**src/rtl/mole_game_ctrl.sv**
```systemverilog
// Whack-a-mole round controller: conditions start/whack buttons, lights the
// current mole, keeps BCD hit/miss scores and counts down the moles in a round.
module mole_game_ctrl #(
  parameter int unsigned ROUND_MOLES = 30
) (
  input  logic       clk,
  input  logic       rst,
  input  logic       start,
  input  logic [3:0] btn,
  input  logic [1:0] mole_pos,
  output logic [3:0] led,
  output logic [7:0] score_bcd,
  output logic [7:0] miss_bcd,
  output logic [7:0] moles_left,
  output logic       playing,
  output logic       game_over
);

  // state | meaning
  // IDLE  | power-up, waiting for start; LEDs dark
  // PLAY  | round running; moles shown and whacks scored
  // OVER  | round finished; all LEDs lit, results frozen until start
  typedef enum logic [1:0] {IDLE, PLAY, OVER} state_t;

  localparam logic [7:0] ROUND_INIT = 8'(ROUND_MOLES);

  state_t     state_q, state_d;
  logic       start_s1, start_s2, start_prev;
  logic [3:0] btn_s1, btn_s2, btn_prev;
  logic [1:0] pos_q;
  logic       hit_q, hit_d;
  logic [7:0] score_q, score_d;
  logic [7:0] miss_q, miss_d;
  logic [7:0] left_q, left_d;
  logic [3:0] led_q, led_d;

  logic       start_pulse;
  logic [3:0] btn_pulse;
  logic       mole_change;
  logic [3:0] pos_onehot;
  logic       hit_press;
  logic [3:0] wrong;
  logic [1:0] miss_n;

  // Saturating BCD add: value + n clamped to 99, re-encoded as two digits.
  function automatic logic [7:0] bcd_add(input logic [7:0] v, input logic [1:0] n);
    logic [7:0] sum;
    sum = 8'(v[7:4]) * 8'd10 + 8'(v[3:0]) + 8'(n);
    if (sum > 8'd99) sum = 8'd99;
    return {4'(sum / 8'd10), 4'(sum % 8'd10)};
  endfunction

  assign start_pulse = start_s2 & ~start_prev;
  assign btn_pulse   = btn_s2 & ~btn_prev;
  assign mole_change = (mole_pos != pos_q);
  assign pos_onehot  = 4'b0001 << pos_q;
  assign hit_press   = |(btn_pulse & pos_onehot) & ~hit_q;
  assign wrong       = btn_pulse & ~pos_onehot;
  assign miss_n      = {1'b0, wrong[0]} + {1'b0, wrong[1]} + {1'b0, wrong[2]} + {1'b0, wrong[3]};

  always_comb begin
    state_d = state_q;
    score_d = score_q;
    miss_d  = miss_q;
    left_d  = left_q;
    hit_d   = hit_q & ~mole_change;
    led_d   = 4'h0;
    case (state_q)
      IDLE, OVER: begin
        if (start_pulse) begin
          score_d = 8'h00;
          miss_d  = 8'h00;
          left_d  = ROUND_INIT;
          hit_d   = 1'b0;
          state_d = PLAY;
        end
      end
      PLAY: begin
        // Presses are judged against the mole shown this cycle, even on a change.
        if (hit_press) begin
          score_d = bcd_add(score_q, 2'd1);
          hit_d   = ~mole_change;
        end
        if (|wrong) miss_d = bcd_add(miss_q, miss_n);
        if (mole_change) begin
          left_d = left_q - 8'd1;
          if (left_q == 8'd1) state_d = OVER;
        end
      end
      default: state_d = IDLE;
    endcase
    // LEDs are registered from next-cycle values so they track pos_q/hit_done.
    case (state_d)
      PLAY:    led_d = hit_d ? 4'h0 : (4'b0001 << mole_pos);
      OVER:    led_d = 4'hF;
      default: led_d = 4'h0;
    endcase
  end

  always_ff @(posedge clk) begin
    if (rst) begin
      state_q    <= IDLE;
      start_s1   <= 1'b0;
      start_s2   <= 1'b0;
      start_prev <= 1'b0;
      btn_s1     <= 4'h0;
      btn_s2     <= 4'h0;
      btn_prev   <= 4'h0;
      pos_q      <= 2'd0;
      hit_q      <= 1'b0;
      score_q    <= 8'h00;
      miss_q     <= 8'h00;
      left_q     <= 8'h00;
      led_q      <= 4'h0;
    end else begin
      state_q    <= state_d;
      start_s1   <= start;
      start_s2   <= start_s1;
      start_prev <= start_s2;
      btn_s1     <= btn;
      btn_s2     <= btn_s1;
      btn_prev   <= btn_s2;
      pos_q      <= mole_pos;
      hit_q      <= hit_d;
      score_q    <= score_d;
      miss_q     <= miss_d;
      left_q     <= left_d;
      led_q      <= led_d;
    end
  end

  assign led        = led_q;
  assign score_bcd  = score_q;
  assign miss_bcd   = miss_q;
  assign moles_left = left_q;
  assign playing    = (state_q == PLAY);
  assign game_over  = (state_q == OVER);

endmodule

```
**config.mk**
```make
export PLATFORM = sky130hd
export DESIGN_NAME = mole_game_ctrl
export DESIGN_NICKNAME = d
export VERILOG_FILES = /design/src/rtl/mole_game_ctrl.sv
export SDC_FILE = /design/constraint.sdc
export NUM_CORES = 1
export LEC_CHECK = 0
export ABC_AREA = 0
export BUFFER_PORTS_ARGS = -buffer_cell sky130_fd_sc_hd__buf_4
export CORE_UTILIZATION = 64
export DETAILED_ROUTE_END_ITERATION = 10
export GPL_ROUTABILITY_DRIVEN = 0
export PLACE_DENSITY_LB_ADDON = 0.1
export SKIP_LAST_GASP = 1
export SLEW_MARGIN = 10
export SYNTH_ARGS = -nofsm -noshare
export SYNTH_HDL_FRONTEND = slang
export SYNTH_SLANG_ARGS = --single-unit
```
**constraint.sdc**
```tcl
create_clock -name clk -period 10.9 [get_ports clk]
set_clock_uncertainty 0.2 [all_clocks]
set_input_delay 1.09 -clock clk [delete_from_list [all_inputs] [get_ports clk]]
set_output_delay 1.09 -clock clk [all_outputs]
set_load 0.005 [all_outputs]
```
==> results.tsv, run 1 <==
stage	metric	value	unit
setup_path	type_of_destination_of_the_critical_path	register	
power_and_ir_drop	cellLeakagePower	1.68	nW
drt	drt_first_iter_violations	183	
layout	area_growth	12.2	%
setup_path	worst-endpoint-arrival	5.56	ns
power_and_ir_drop	power-per-cell-area	94.2	nW/um^2
setup_path	path_buf_inv	4	
min_path	worstHoldPathCells	1	
die	std_cell_rows	26	
grt	grt_first_pass_wirelength	13000	um
grt	antenna_violations_before_repair	0	
clocking	clock_sink_count	48	
power_and_ir_drop	vdd_ir_drop_max	0.000122	V
setup_path	timing.critical_path.slowest_cell_delay	0.49	ns
layout	multi_input_comb_area	2400	um^2
setup_path	cells_along_the_critical_path	inv_1 -> o21ai_0 -> fa_1 -> inv_1 -> ha_1 -> xor2_1 -> fa_1 -> inv_1 -> ha_1 -> inv_1 -> fa_1 -> nor2b_4 -> o311a_4 -> o21ai_1 -> o2bb2ai_1 -> nor3_2 -> o211a_1 -> a311oi_2 -> a221oi_2 -> or3_1 -> a32o_1	
placed_design	port-buffer-count	38	
setup_path	kind_of_cell_with_the_highest_combined_delay_on_the_critical_path	compound AO/OA/AOI/OAI gates	
die	placeable_core_region	5200	um^2
die	die_h	76.1	um
drt	drc_violation_count_after_routing	0	
yosys	synth-main-ff-cell	sky130_fd_sc_hd__dfxtp_1	
setup_path	critical-path-slowest-cell	sky130_fd_sc_hd__o2bb2ai_1	
clocking	root_buffer	sky130_fd_sc_hd__clkbuf_8	
sta	setup_viol_count_final	0	
layout	layout.core_utilization	75.7	%
sta	period_minus_slack	5.57	ns
drt	post_dr_vias_cell	6.02	
die	die_area	5790	um^2
setup_path	crit_path_start_kind	register	
sta	maxSlewViolCount	0	
grt	overflow	0	
clocking	clock_insertion_delay_worst_skew	0.29	ns
layout	nFillCells	403	
clocking	cts_hold_repair.buffers	0	
yosys	count_of_flip_flops_with_a_built_in_enable_after_synthesis	0	
die	floorplan.initialDensity	67.5	%
layout	regArea	961	um^2
yosys	netlist_area_before_placement	3510	um^2
setup_path	critPathMaxFanout	9	
clocking	post_cts_buffers	0	
die	pin_count	39	
placed_design	dpl_hpwl	5590	um
yosys	synth_cells	407	
grt	gr-usage-all-layers	26.8	%
layout	design.final.nets	477	
setup_path	criticalPathCategory	reg2reg	
setup_path	data_required_time_of_the_worst_path	10.89	ns
sta	max_clock_freq	180	MHz
clocking	cts_tree	built	
clocking	ctsHtreeMaxLevel	2	
drt	dr_total_vias	3059	
drt	route.detailed.wl_per_inst	14.8	um
sta	fin_tns_setup	0	ns
setup_path	ff_to_ff_path_depth	21	
clocking	postCtsResizedCells	0	
drt	postRouteWirelength	7520	um
yosys	yosysSeqAreaShare	27.4	%
clocking	clkTransAtPathRegs	0.09	ns
grt	pin_count_of_the_biggest_net_entering_global_routing	47	
sta	rsz0062_at_grt	false	
yosys	syn-mean-instance-area	8.63	um^2
setup_path	cp.depth	21	
setup_path	worst_path_most_repeated_cell	sky130_fd_sc_hd__inv_1	
drt	route.antenna.remaining_nets	0	
sta	hold_violations	0	
layout	drive_above_1_share	17.6	%
sta	relSlewSlack	48.6	%
placed_design	total_placed_cells_including_tap_cells	500	
layout	layout.cells.non_filler	508	
yosys	synth_cell_types	71	
min_path	hold_path_class	reg2reg	
layout	antenna-diode-count	0	
yosys	synth.net_count	447	
placed_design	place_worst_setup_slack	5.38	ns
sta	post-route-period-util	51.1	%
grt	vias_in_the_first_global_route	2909	
flow_run	maxCapViolations	0	
die	die_boundary_width	76.1	um
yosys	synth_async_sr_flop_share	0	%
clocking	cts_buffers	5	
status	status	completed	
yosys	ys.warnings.count	0	
clocking	cts-root-to-sink-buffers	2	
sta	setup_ws	5.33	ns
drt	drt-pass1-iter-count	5	
yosys	seq_cells_post_synth	48	
sta	worst_pin_slew	0.766	ns
-- final timing paths --
path | slack [ns] | end | startpoint
worst max-delay path | 5.33 | miss_bcd[2] | pos_q[0]
worst min register to register | 0.24 | btn_s2[1] | btn_s1[1]
worst max register to register | 5.33 | miss_bcd[2] | pos_q[0]
worst min-delay path | 0.24 | btn_s2[1] | btn_s1[1]
-- final cells by class --
type	instances	area share (%)
sequential	48	24.4
clock buffer	7	2.44
timing repair buffer	38	7.24
inverter	22	2.09
clock inverter	1	0.762
multi-input combinational	322	60.9
tap	70	2.22
-- cells by family after synthesis --
kind of cell	Yosys count	share of synthesized area [%]
flops	48	27.4
mux	3	0.855
simple gates	147	22.2
buf+inv	37	4.34
compound gates	107	23.6
fa+ha+maj	34	13.2
xor+xnor	31	8.37
-- cell usage in the layout, fill, tap and decap left out, types with 4 or more instances in the layout --
cell type / n
sky130_fd_sc_hd__nor3_1: 20
sky130_fd_sc_hd__nand3_1: 16
sky130_fd_sc_hd__a22o_1: 4
sky130_fd_sc_hd__a211oi_1: 5
sky130_fd_sc_hd__nand2b_1: 6
sky130_fd_sc_hd__xnor2_1: 18
sky130_fd_sc_hd__fa_1: 6
sky130_fd_sc_hd__o21ai_0: 16
sky130_fd_sc_hd__clkbuf_8: 7
sky130_fd_sc_hd__nand2_1: 23
sky130_fd_sc_hd__nor2b_1: 23
sky130_fd_sc_hd__a21o_1: 5
sky130_fd_sc_hd__and3_1: 4
sky130_fd_sc_hd__o211ai_1: 8
sky130_fd_sc_hd__buf_4: 38
sky130_fd_sc_hd__nor2_1: 28
sky130_fd_sc_hd__or3_1: 5
sky130_fd_sc_hd__a31oi_1: 4
sky130_fd_sc_hd__ha_1: 25
sky130_fd_sc_hd__a21oi_1: 27
sky130_fd_sc_hd__inv_1: 22
sky130_fd_sc_hd__dfxtp_1: 48
sky130_fd_sc_hd__nor4_1: 5
sky130_fd_sc_hd__xor2_1: 10
-- state kept, by name, summed over array words and instances (netlist names) --
register / count
start_s2: 1
start_prev: 1
btn_s1: 4
btn_s2: 4
moles_left: 8
hit_q: 1
state_q: 2
score_bcd: 8
miss_bcd: 8
pos_q: 2
start_s1: 1
btn_prev: 4
led: 4
-- layer usage --
| layer | vias up | routed length, um | GRT usage, % |
|---|---|---|---|
| met5 | - | 0 | 0 |
| met1 | 1450 | 3550 | 34.9 |
| met4 | 0 | 121 | 8.46 |
| li1 | 1525 | - | - |
| met2 | 72 | 3600 | 46.0 |
| met3 | 12 | 248 | 3.71 |
-- metrics by stage --
step / hold slack (ns) / power, mW / area [um^2]
detailed placement: 0.227 / 0.236 / 3820
finish: 0.243 / 0.371 / 3940
CTS: 0.248 / 0.375 / 3940
global placement: 0.217 / 0.235 / 3820
floorplan: 0.214 / 0.222 / 3510
global route: 0.259 / 0.388 / 3940
-- Yosys cell counts, drive strengths merged (2+ instances only) --
cell type | number | share of area (%)
o21a | 2 | 0.43
fa | 6 | 3.4
clkbuf | 10 | 1.1
a21oi | 29 | 4.3
a211oi | 7 | 1.8
mux2i | 3 | 0.85
a21o | 5 | 1.1
nor4 | 5 | 0.89
o31ai | 4 | 1.0
a211o | 3 | 0.75
nand4 | 3 | 0.53
a32o | 2 | 0.57
nor2 | 29 | 3.2
or2 | 4 | 0.71
nand3 | 17 | 2.6
a221oi | 2 | 1.2
dfxtp | 48 | 27
or4b | 2 | 0.68
nand2b | 6 | 1.1
xor2 | 11 | 3.0
maj3 | 3 | 0.93
xnor2 | 20 | 5.4
o21ai | 18 | 2.6
o211a | 2 | 0.57
buf | 5 | 0.89
nor3 | 22 | 3.4
nor2b | 24 | 4.5
ha | 25 | 8.9
inv | 22 | 2.4
o211ai | 8 | 1.7
and3 | 4 | 0.71
nand2 | 24 | 2.6
or3 | 5 | 0.89
a22o | 4 | 1.0
a31oi | 4 | 0.71
a311oi | 3 | 1.1
-- power by group --
group          internal [mW]  leakage [nW]  switching [mW]
sequential             0.181         0.391         0.00616
clock                 0.0809        0.0645          0.0573
combinational         0.0210          1.22          0.0246
Note: power is estimated with default switching activity, not from simulation.
==> run 2: changes to the inputs <==
--- a/config.mk
+++ b/config.mk
@@ -7,7 +7,7 @@
 export LEC_CHECK = 0
 export ABC_AREA = 0
 export BUFFER_PORTS_ARGS = -buffer_cell sky130_fd_sc_hd__buf_4
-export CORE_UTILIZATION = 64
+export CORE_UTILIZATION = 59
 export DETAILED_ROUTE_END_ITERATION = 10
 export GPL_ROUTABILITY_DRIVEN = 0
 export PLACE_DENSITY_LB_ADDON = 0.1
==> constraint.sdc (replaced) <==
create_clock -name clk -period 5.2 [get_ports clk]
set_clock_uncertainty 0.2 [all_clocks]
set_input_delay 0.52 -clock clk [delete_from_list [all_inputs] [get_ports clk]]
set_output_delay 0.52 -clock clk [all_outputs]
set_load 0.005 [all_outputs]
==> run 2 against run 1 <==
Effect of this change:
- the run now ends with negative setup slack left
- critical path type unchanged
- critical path depth rose by 2
- via count is 2.0% higher
- global-route usage fell by 1.9 points
- combinational power is 130% higher
- register-to-register slack worse by 5.3 ns
- clock power rose by 54%
- first-iteration DRC count shrank 36%
==> results.tsv, run 2 (same netlist as run 1, synthesis figures left out) <==
stage	metric	value	unit	change
status	status	complete, but fails checks		
status	failed_checks	negative setup slack		
drt	drt_first_iter_violations	117		-36%
setup_path	data_required_time_of_the_worst_path	5.20	ns	-5.69 ns
sta	worst_pin_slew	0.716	ns	-0.0497 ns
setup_path	criticalPathCategory	reg2reg		
placed_design	port-buffer-count	38		unchanged
min_path	worstHoldPathCells	2		+1
sta	setup_ws	-0.00890	ns	-5.34 ns
sta	setup_viol_count_final	1		+1
sta	hold_violations	0		unchanged
clocking	ctsHtreeMaxLevel	2		unchanged
clocking	root_buffer	sky130_fd_sc_hd__clkbuf_8		
die	pin_count	39		unchanged
sta	period_minus_slack	5.21	ns	-0.361 ns
setup_path	cells_along_the_critical_path	buf_6 -> nand2_4 -> nand2_4 -> fa_1 -> inv_2 -> ha_4 -> xor2_2 -> fa_1 -> inv_1 -> ha_2 -> inv_2 -> fa_2 -> nor2b_4 -> o311a_4 -> xnor2_4 -> o311ai_4 -> nand2_2 -> o211ai_1 -> buf_4 -> a21o_1 -> a21oi_2 -> or3_1 -> a32o_1		
setup_path	crit_path_start_kind	register		
power_and_ir_drop	power.total	0.710	mW	+91%
layout	layout.core_utilization	74.9	%	-0.87 points
grt	overflow	0		unchanged
power_and_ir_drop	cellLeakagePower	1.79	nW	+6.7%
layout	area_growth	19.5	%	
drt	postRouteWirelength	7740	um	+3.0%
sta	relSlewSlack	51.8	%	+3.2 points
layout	final_cell_mix	55 x sky130_fd_sc_hd__buf_4, 44 x sky130_fd_sc_hd__dfxtp_1, 28 x sky130_fd_sc_hd__nor2_1, 26 x sky130_fd_sc_hd__a21oi_1, 23 x sky130_fd_sc_hd__ha_1		
layout	layout.cells.non_filler	527		+3.7%
placed_design	total_placed_cells_including_tap_cells	512		+2.4%
clocking	cts-root-to-sink-buffers	2		unchanged
setup_path	type_of_destination_of_the_critical_path	register		
layout	antenna-diode-count	0		unchanged
min_path	hold_path_class	in2reg		
setup_path	critical-path-slowest-cell	sky130_fd_sc_hd__fa_1		
grt	pin_count_of_the_biggest_net_entering_global_routing	47		unchanged
sta	maxSlewViolCount	0		unchanged
grt	antenna_violations_before_repair	0		unchanged
clocking	clkTransAtPathRegs	0.08	ns	about the same
clocking	cts_tree	built		
die	std_cell_rows	27		+3.8%
layout	design.final.nets	495		+3.8%
power_and_ir_drop	vdd_ir_drop_max	0.000214	V	+76%
clocking	cts_hold_repair.buffers	0		unchanged
placed_design	dpl_hpwl	5690	um	+1.8%
sta	max_clock_freq	192	MHz	+6.9%
layout	drive_above_1_share	25.5	%	+7.9 points
setup_path	timing.critical_path.slowest_cell_delay	0.52	ns	+0.03 ns
flow_run	maxCapViolations	0		unchanged
sta	post-route-period-util	100	%	+49 points
clocking	clock_insertion_delay_worst_skew	0.30	ns	about the same
sta	rsz0062_at_grt	true		
drt	route.antenna.remaining_nets	0		unchanged
layout	nFillCells	433		+7.4%
drt	drc_violation_count_after_routing	0		unchanged
grt	vias_in_the_first_global_route	2879		-1.0%
drt	drt-pass1-iter-count	4		-1
die	floorplan.initialDensity	62.7	%	-4.8 points
die	die_h	79.2	um	+4.0%
die	placeable_core_region	5610	um^2	+7.7%
clocking	cts_buffers	5		unchanged
die	die_boundary_width	79.2	um	+4.0%
setup_path	worst-endpoint-arrival	5.21	ns	-0.35 ns
clocking	clock_sink_count	48		unchanged
sta	fin_tns_setup	-0.00890	ns	-0.00890 ns
sta	hold-worst-slack	0.223	ns	-0.0196 ns
power_and_ir_drop	power-per-cell-area	169	nW/um^2	+79%
drt	post_dr_vias_cell	5.92		-1.7%
setup_path	critPathMaxFanout	5		-4
drt	dr_total_vias	3119		+2.0%
die	die_area	6270	um^2	+8.2%
setup_path	ff_to_ff_path_depth	23		+9.5%
drt	route.detailed.wl_per_inst	14.7	um	-0.75%
grt	grt_first_pass_wirelength	12600	um	-3.4%
grt	gr-usage-all-layers	24.9	%	-1.9 points
layout	mostFrequentLayoutCell	sky130_fd_sc_hd__buf_4		
[run 2: stage by stage]
| step | setup WS [ns] | area (um^2) |
|---|---|---|
| 2_1_floorplan | 0.00668 | 3510 |
| 3_3_place_gp | 0.0502 | 3890 |
| 3_5_place_dp | -0.167 | 3890 |
| 4_1_cts | 0.00307 | 4000 |
| 5_1_grt | -0.225 | 4200 |
| 6_report | -0.00890 | 4200 |
[run 2: final cells by class]
| cell class | count | area, um^2 | share of cell area (%) |
|---|---|---|---|
| Clock buffer | 5 | 68.8 | 1.64 |
| Inverter | 22 | 82.6 | 1.97 |
| Sequential cell | 48 | 968 | 23.1 |
| Timing Repair Buffer | 56 | 424 | 10.1 |
| Clock inverter | 2 | 12.5 | 0.298 |
| Multi-Input combinational cell | 322 | 2550 | 60.8 |
| Tap cell | 72 | 90.1 | 2.15 |
[run 2: per-layer routing]
metal	GRT usage, %	up-vias	routed length (um)
li1	-	1555	-
met1	31.4	1478	3590
met2	42.9	75	3740
met3	3.22	11	300
met4	9.82	0	111
met5	0	-	0
[run 2: repair_timing]
action	CTS	global route
resized for setup	6	31
setup buffers	0	8
pin swaps	4	24
setup endpoints to repair	4	4
[run 2: worst max-delay path, delay by kind of cell, from the launching register on]
| kind | cells | cell delay, ns |
|---|---|---|
| AOI/OAI and AO/OA | 6 | 1.37 |
| xor gates and xnor gates | 2 | 0.22 |
| adders and majority gates | 5 | 1.70 |
| buffers and inverters | 5 | 0.48 |
| DFF | 1 | 0.37 |
| and+or+nand+nor | 5 | 0.77 |
[run 2: worst paths after layout]
path,start,endpoint,slack (ns)
max reg2reg,pos_q[0],miss_bcd[2],-0.009
max,pos_q[0],miss_bcd[2],-0.009
min,btn[0],btn_s1[0],0.22
min reg2reg,btn_s1[2],btn_s2[2],0.25
[run 2: power breakdown]
| group | internal, mW | switching, mW | total, mW |
|---|---|---|---|
| Sequential | 0.380 | 0.0132 | 0.393 |
| Combinational | 0.0493 | 0.0540 | 0.103 |
| Clock | 0.0912 | 0.122 | 0.213 |
| Total | 0.521 | 0.189 | 0.710 |
